File: src/rtl/mips_ctrl_pkg.sv
// Shared types and constants for the MIPS pipeline sequencing control.
//   ctrl_state_t : hazard controller state
//   pipe_ctrl_t  : bundle of pipeline-register control lines
//   MEMREAD_NONE : MemRead encoding for a non-load instruction
//   REG_ZERO     : hardwired-zero register index
package mips_ctrl_pkg;

    typedef enum logic [1:0] {
        RUN        = 2'd0,
        LOAD_STALL = 2'd1,
        MEM_WAIT   = 2'd2,
        HALT       = 2'd3
    } ctrl_state_t;

    localparam logic [1:0] MEMREAD_NONE = 2'b00;
    localparam logic [4:0] REG_ZERO     = 5'd0;

    typedef struct packed {
        logic pc_write;
        logic ifid_write;
        logic ifid_flush;
        logic idex_bubble;
        logic idex_hold;
        logic exmem_hold;
    } pipe_ctrl_t;

    // Canonical control bundles
    localparam pipe_ctrl_t CTRL_DEFAULT = '{pc_write: 1'b1, ifid_write: 1'b1, ifid_flush: 1'b0,
                                            idex_bubble: 1'b0, idex_hold: 1'b0, exmem_hold: 1'b0};
    localparam pipe_ctrl_t CTRL_FREEZE  = '{pc_write: 1'b0, ifid_write: 1'b0, ifid_flush: 1'b0,
                                            idex_bubble: 1'b0, idex_hold: 1'b1, exmem_hold: 1'b1};
    localparam pipe_ctrl_t CTRL_RESET   = '{pc_write: 1'b0, ifid_write: 1'b0, ifid_flush: 1'b1,
                                            idex_bubble: 1'b1, idex_hold: 1'b0, exmem_hold: 1'b0};
    localparam pipe_ctrl_t CTRL_BRANCH  = '{pc_write: 1'b1, ifid_write: 1'b1, ifid_flush: 1'b1,
                                            idex_bubble: 1'b1, idex_hold: 1'b0, exmem_hold: 1'b0};
    localparam pipe_ctrl_t CTRL_LOADUSE = '{pc_write: 1'b0, ifid_write: 1'b0, ifid_flush: 1'b0,
                                            idex_bubble: 1'b1, idex_hold: 1'b0, exmem_hold: 1'b0};
    localparam pipe_ctrl_t CTRL_JUMP    = '{pc_write: 1'b1, ifid_write: 1'b1, ifid_flush: 1'b1,
                                            idex_bubble: 1'b0, idex_hold: 1'b0, exmem_hold: 1'b0};

endpackage

File: src/rtl/hazard_detect.sv
// Combinational load-use hazard detector.
//   ex_mem_read, ex_write_reg : load indication and destination of the EX instruction
//   id_rs, id_rt, id_uses_rt  : source operands of the ID instruction
//   load_use                  : ID instruction needs a value the EX load has not produced yet
module hazard_detect
    import mips_ctrl_pkg::*;
(
    input  logic [1:0] ex_mem_read,
    input  logic [4:0] ex_write_reg,
    input  logic [4:0] id_rs,
    input  logic [4:0] id_rt,
    input  logic       id_uses_rt,
    output logic       load_use
);

    // $0 is never a real dependency; rt only matters when it is a source
    assign load_use = (ex_mem_read != MEMREAD_NONE) &&
                      (ex_write_reg != REG_ZERO) &&
                      ((ex_write_reg == id_rs) || (id_uses_rt && (ex_write_reg == id_rt)));

endmodule

File: src/rtl/pipeline_hazard_ctrl.sv
// Pipeline sequencing controller for the 5-stage MIPS core.
// Drives PC / IF/ID / ID/EX / EX/MEM write, flush, bubble and hold controls:
// one bubble per load-use hazard, squash on jump / taken branch, freeze while
// data memory is busy, sticky timeout error if memory never answers.
//   clk, rst                       : clock, synchronous active-high reset
//   ex_mem_read, ex_write_reg      : EX-stage load info
//   id_rs, id_rt, id_uses_rt       : ID-stage sources
//   branch_taken, jump_id          : control-flow redirects
//   mem_req, mem_ready             : data-memory handshake
//   pc_write .. exmem_hold         : combinational pipeline controls
//   stall_count, flush_count       : saturating performance counters
//   mem_timeout                    : sticky memory-timeout error
module pipeline_hazard_ctrl
    import mips_ctrl_pkg::*;
#(
    parameter int unsigned MAX_MEM_WAIT = 15,
    parameter int unsigned CNT_W        = 16
) (
    input  logic             clk,
    input  logic             rst,
    input  logic [1:0]       ex_mem_read,
    input  logic [4:0]       ex_write_reg,
    input  logic [4:0]       id_rs,
    input  logic [4:0]       id_rt,
    input  logic             id_uses_rt,
    input  logic             branch_taken,
    input  logic             jump_id,
    input  logic             mem_req,
    input  logic             mem_ready,
    output logic             pc_write,
    output logic             ifid_write,
    output logic             ifid_flush,
    output logic             idex_bubble,
    output logic             idex_hold,
    output logic             exmem_hold,
    output logic [CNT_W-1:0] stall_count,
    output logic [CNT_W-1:0] flush_count,
    output logic             mem_timeout
);

    localparam int unsigned WAIT_W = $clog2(MAX_MEM_WAIT + 1);
    localparam logic [WAIT_W-1:0] WAIT_LIMIT = WAIT_W'(MAX_MEM_WAIT - 1);

    ctrl_state_t       state;
    ctrl_state_t       next_state;
    pipe_ctrl_t        ctrl;
    logic [WAIT_W-1:0] wait_cnt;
    logic              load_use;
    logic              mem_stall;
    logic              run_eval;
    logic              lu_en;
    logic              timeout_hit;

    hazard_detect u_hazard_detect (
        .ex_mem_read  (ex_mem_read),
        .ex_write_reg (ex_write_reg),
        .id_rs        (id_rs),
        .id_rt        (id_rt),
        .id_uses_rt   (id_uses_rt),
        .load_use     (load_use)
    );

    assign mem_stall = mem_req && !mem_ready;

    // Next state and zero-latency pipeline controls
    always_comb begin
        ctrl        = CTRL_DEFAULT;
        next_state  = state;
        run_eval    = 1'b0;
        lu_en       = 1'b0;
        timeout_hit = 1'b0;

        case (state)
            RUN, LOAD_STALL: begin
                if (mem_stall) begin
                    ctrl       = CTRL_FREEZE;
                    next_state = MEM_WAIT;
                end else begin
                    run_eval = 1'b1;
                    // The hazard already paid its bubble once we are in LOAD_STALL
                    lu_en    = (state == RUN);
                end
            end
            MEM_WAIT: begin
                if (!mem_ready) begin
                    ctrl = CTRL_FREEZE;
                    // >= keeps MAX_MEM_WAIT=1 working: entry already set the counter to 1
                    if (wait_cnt >= WAIT_LIMIT) begin
                        next_state  = HALT;
                        timeout_hit = 1'b1;
                    end
                end else begin
                    run_eval = 1'b1;
                    lu_en    = 1'b1;
                end
            end
            default: begin
                ctrl = CTRL_FREEZE;
            end
        endcase

        // Shared priority evaluation for the non-stalled case
        if (run_eval) begin
            if (branch_taken) begin
                ctrl       = CTRL_BRANCH;
                next_state = RUN;
            end else if (lu_en && load_use) begin
                ctrl       = CTRL_LOADUSE;
                next_state = LOAD_STALL;
            end else if (jump_id) begin
                ctrl       = CTRL_JUMP;
                next_state = RUN;
            end else begin
                next_state = RUN;
            end
        end

        if (rst) begin
            ctrl = CTRL_RESET;
        end
    end

    assign pc_write    = ctrl.pc_write;
    assign ifid_write  = ctrl.ifid_write;
    assign ifid_flush  = ctrl.ifid_flush;
    assign idex_bubble = ctrl.idex_bubble;
    assign idex_hold   = ctrl.idex_hold;
    assign exmem_hold  = ctrl.exmem_hold;

    // State, wait counter, performance counters and sticky error
    always_ff @(posedge clk) begin
        if (rst) begin
            state       <= RUN;
            wait_cnt    <= '0;
            stall_count <= '0;
            flush_count <= '0;
            mem_timeout <= 1'b0;
        end else begin
            state <= next_state;

            if ((state != MEM_WAIT) && (next_state == MEM_WAIT)) begin
                wait_cnt <= WAIT_W'(1);
            end else if ((state == MEM_WAIT) && !mem_ready && !timeout_hit) begin
                wait_cnt <= wait_cnt + WAIT_W'(1);
            end

            if (!ctrl.pc_write && !(&stall_count)) begin
                stall_count <= stall_count + CNT_W'(1);
            end
            if (ctrl.ifid_flush && !(&flush_count)) begin
                flush_count <= flush_count + CNT_W'(1);
            end

            if (timeout_hit) begin
                mem_timeout <= 1'b1;
            end
        end
    end

endmodule

File: config.mk
export PLATFORM = sky130hd
export DESIGN_NAME = pipeline_hazard_ctrl
export DESIGN_NICKNAME = d
export VERILOG_FILES = /design/src/rtl/mips_ctrl_pkg.sv /design/src/rtl/hazard_detect.sv /design/src/rtl/pipeline_hazard_ctrl.sv
export SDC_FILE = /design/constraint.sdc
export NUM_CORES = 1
export LEC_CHECK = 0
export CAP_MARGIN = 25
export CORE_ASPECT_RATIO = 1.75
export CORE_MARGIN = 5
export CORE_UTILIZATION = 48
export CTS_CLUSTER_DIAMETER = 100
export CTS_CLUSTER_SIZE = 40
export DETAILED_ROUTE_END_ITERATION = 6
export GPL_TIMING_DRIVEN = 0
export PLACE_DENSITY_LB_ADDON = 0.05
export SLEW_MARGIN = 25
export SYNTH_ARGS = -nofsm -noshare
export SYNTH_HDL_FRONTEND = slang
export SYNTH_SLANG_ARGS = --single-unit
File: constraint.sdc
create_clock -name clk -period 2.9 [get_ports clk]
set_clock_uncertainty 0.1 [all_clocks]
set_input_delay 0.58 -clock clk [delete_from_list [all_inputs] [get_ports clk]]
set_output_delay 0.58 -clock clk [all_outputs]
set_load 0.01 [all_outputs]
==> run summary <==
run status - complete, no violations
max-cap violation count - 0
WS Path Type - input port to output pin
warnings from Yosys - 0
non-filler cells, final - 399
Place WS - -0.981 ns
Switching Fraction - 0.247
final period utilization - 0.968
post-route minimum period - 2.81 ns
Synth area leader - dfxtp_1
Commonest cells post-synth - dfxtp_1, nor2_1, a21oi_1
sequential area share after synthesis - 0.349
design area - 0.00311 mm²
met3 track demand over resource - 0.0438
Vias/cell - 5.90
count leader, synth - dfxtp_1
Hold WS - 0.377 ns
I/O pin count - 63
syn_nets - 297
Routed Antenna Nets - 0
CTS tree - yes
gp weighted congestion - 0.854
Clock Tree Root - clkbuf_8
drt wl/cell - 15.5 µm
clock power share - 0.389
Final #Nets - 374
post-synthesis xor/xnor area fraction - 0.0469
Remaining Overflow, GRT - 0
1st-iter DRT viols - 96
Comb pwr share - 0.155
Hold Buf Count CTS - 0
PwrDens - 393 mW/mm²
RSZ-0062 raised after global routing - false
Synth Area in Simple Gates - 0.301
TritonCTS Sinks - 39
P_leak - 1.12 nW
number of synthesized flops with an enable pin - 0
Initial Util - 0.484
min-delay worst type - register to register
placed insts - 382
Finished Core Util - 0.672
Mapped Area - 0.00224 mm²
Hold Fails Final Rpt - 0
crit start category - input port
area post-placement - 0.00292 mm²
r2r worst-path depth - 8
Synth area leaders - dfxtp_1, a21oi_1, nor2_1, xor2_1, nand3_1
Worst setup startpoint - mem_req
fin worst setup slack - 0.0915 ns
Critical Path Fanout Max - 3
Die W - 61.6 µm
cts bufs inserted - 5
Longest Clk Path Bufs - 2
Routed WL - 6180 µm
first-pass GRT wire length - 10000 µm
synth unique cells - 56
Inserted Diodes - 0
total track usage - 0.211
FF+latch count, synth - 39
Synth top area share - 0.349
Slew headroom - 0.664
async set-reset flop share out of synthesis - 0
sw power - 301 µW
Std-Cell Core Area - 0.00462 mm²
Int Pwr - 919 µW
max-slew violations - 0
area share of fa/ha/maj cells after synthesis - 0.0223
Arr. time, crit path - 2.13 ns
final setup vio count - 0
main combinational cell family by area after synthesis - simple AND/OR/NAND/NOR gates
ratio of cells with drive above 1 in the final layout - 0.159
Cell Rows - 33
syn_area_per_cell - 8.33 µm²
Die ar. - 0.00619 mm²
M2 GR Usage - 0.379
reg2reg start - flush_count[0]
routed vias - 2353
r2r setup slk - 0.31 ns
Worst R2R End - flush_count[6]
Post-Route Setup TNS - 0 ns
Residual DRC - 0
clk slew on worst S/H paths - 0.08 ns
mux contribution to synthesized area - 0.0302
vias in the first global route - 2272
met1 Track Usage GR - 0.216
sequential power share - 0.456
dpl hpwl - 4670 µm
GR peak layer - met2
maximum clock rate - 0.356 GHz
drt first pass iters - 4
H-tree levels - 2
Pwr Total - 1.22 mW
Compound-Gate Fraction of Synth Area - 0.204
Die Span Y - 100 µm
Area growth syn-to-layout - 38.7%
antenna violations before repair - 0
worst endpoint required time - 2.22 ns
prevailing post-synth register cell - dfxtp_1
largest net degree at the start of global routing - 13
worst slew pin tran - 0.504 ns
PortBufs - 61
Peak VDD IR - 0.293 mV
Synth Instances - 269
Crit. End Element - output pin
worst setup path end - ifid_flush
clk_lat worst skew - 0.29 ns
==> cell type report <==
| cell class | count | area (µm²) |
|---|---|---|
| inverters | 8 | 32.5 |
| clock inverters | 2 | 35.0 |
| well taps | 52 | 65.1 |
| clock buffers | 6 | 82.6 |
| fillers | 405 | 1520 |
| multi-input cells | 208 | 1380 |
| flip-flops and latches | 39 | 781 |
| plain buffers | 13 | 78.8 |
| repair buffers | 71 | 657 |
==> worst min-delay path by stage <==
stage / cells after the start / slack [ns] / to / from
floorplan: 2 / 0.34 / wait_cnt[3] / wait_cnt[3]
global placement: 2 / 0.35 / wait_cnt[3] / wait_cnt[3]
detailed placement: 2 / 0.36 / mem_timeout / mem_timeout
CTS: 2 / 0.38 / mem_timeout / mem_timeout
global route: 2 / 0.43 / wait_cnt[3] / wait_cnt[3]
finish: 2 / 0.38 / mem_timeout / mem_timeout
==> critical path, cell delays in order <==
cell             delay (ns)
clkdlybuf4s50_1        0.44
o21bai_1               0.17
o211ai_2               0.12
or2_4                  0.29
o31ai_4                0.24
buf_6                  0.14
inv_1                  0.03
buf_2                  0.12
==> layer usage <==
| metal | vias up | share of wire |
|---|---|---|
| met3 | 23 | 0.038 |
| met4 | 0 | 0.040 |
| met1 | 1114 | 0.36 |
| li1 | 1148 | - |
| met2 | 68 | 0.56 |
| met5 | - | 0 |
==> sequential cells by signal (all words and copies together), names as in the netlist <==
name / flops
mem_timeout: 1
flush_count: 16
state: 2
wait_cnt: 4
stall_count: 16
==> cell usage in the layout (no fill, tap or decap), types with 5 or more instances in the layout <==
master / count
xor2_1: 9
nand4_1: 8
clkbuf_2: 7
inv_1: 7
nor2b_1: 8
nor4_1: 5
nand2_1: 14
buf_4: 13
dfxtp_1: 39
nor2_1: 26
clkdlybuf4s50_1: 45
clkbuf_8: 6
nor3_1: 5
or3_1: 8
a21oi_1: 22
clkbuf_1: 5
or4_1: 6
nand3_1: 14
o31ai_1: 8
o21ai_0: 11
==> kinds of logic (layout without fill, tap and decap cells) <==
kind of cell	Yosys count	after routing
compound gates	66	66
xor+xnor	12	12
fa+ha+maj	4	4
buf+inv	22	100
flops	39	39
mux	6	6
simple gates	120	120
==> repair_timing <==
item,in CTS,in global routing
setup endpoints to repair,6,5
setup buffers,9,2
resized for setup,42,18
pin swaps,7,9
==> power by group through the flow <==
stage | combinational (mW) | sequential [mW] | clock (mW)
2_1_floorplan | 0.0921 | 0.569 | 0
3_3_place_gp | 0.174 | 0.569 | 0
3_5_place_dp | 0.176 | 0.569 | 0
4_1_cts | 0.191 | 0.556 | 0.482
5_1_grt | 0.206 | 0.559 | 0.507
6_report | 0.189 | 0.557 | 0.475
(Power assumes the default switching activity.)
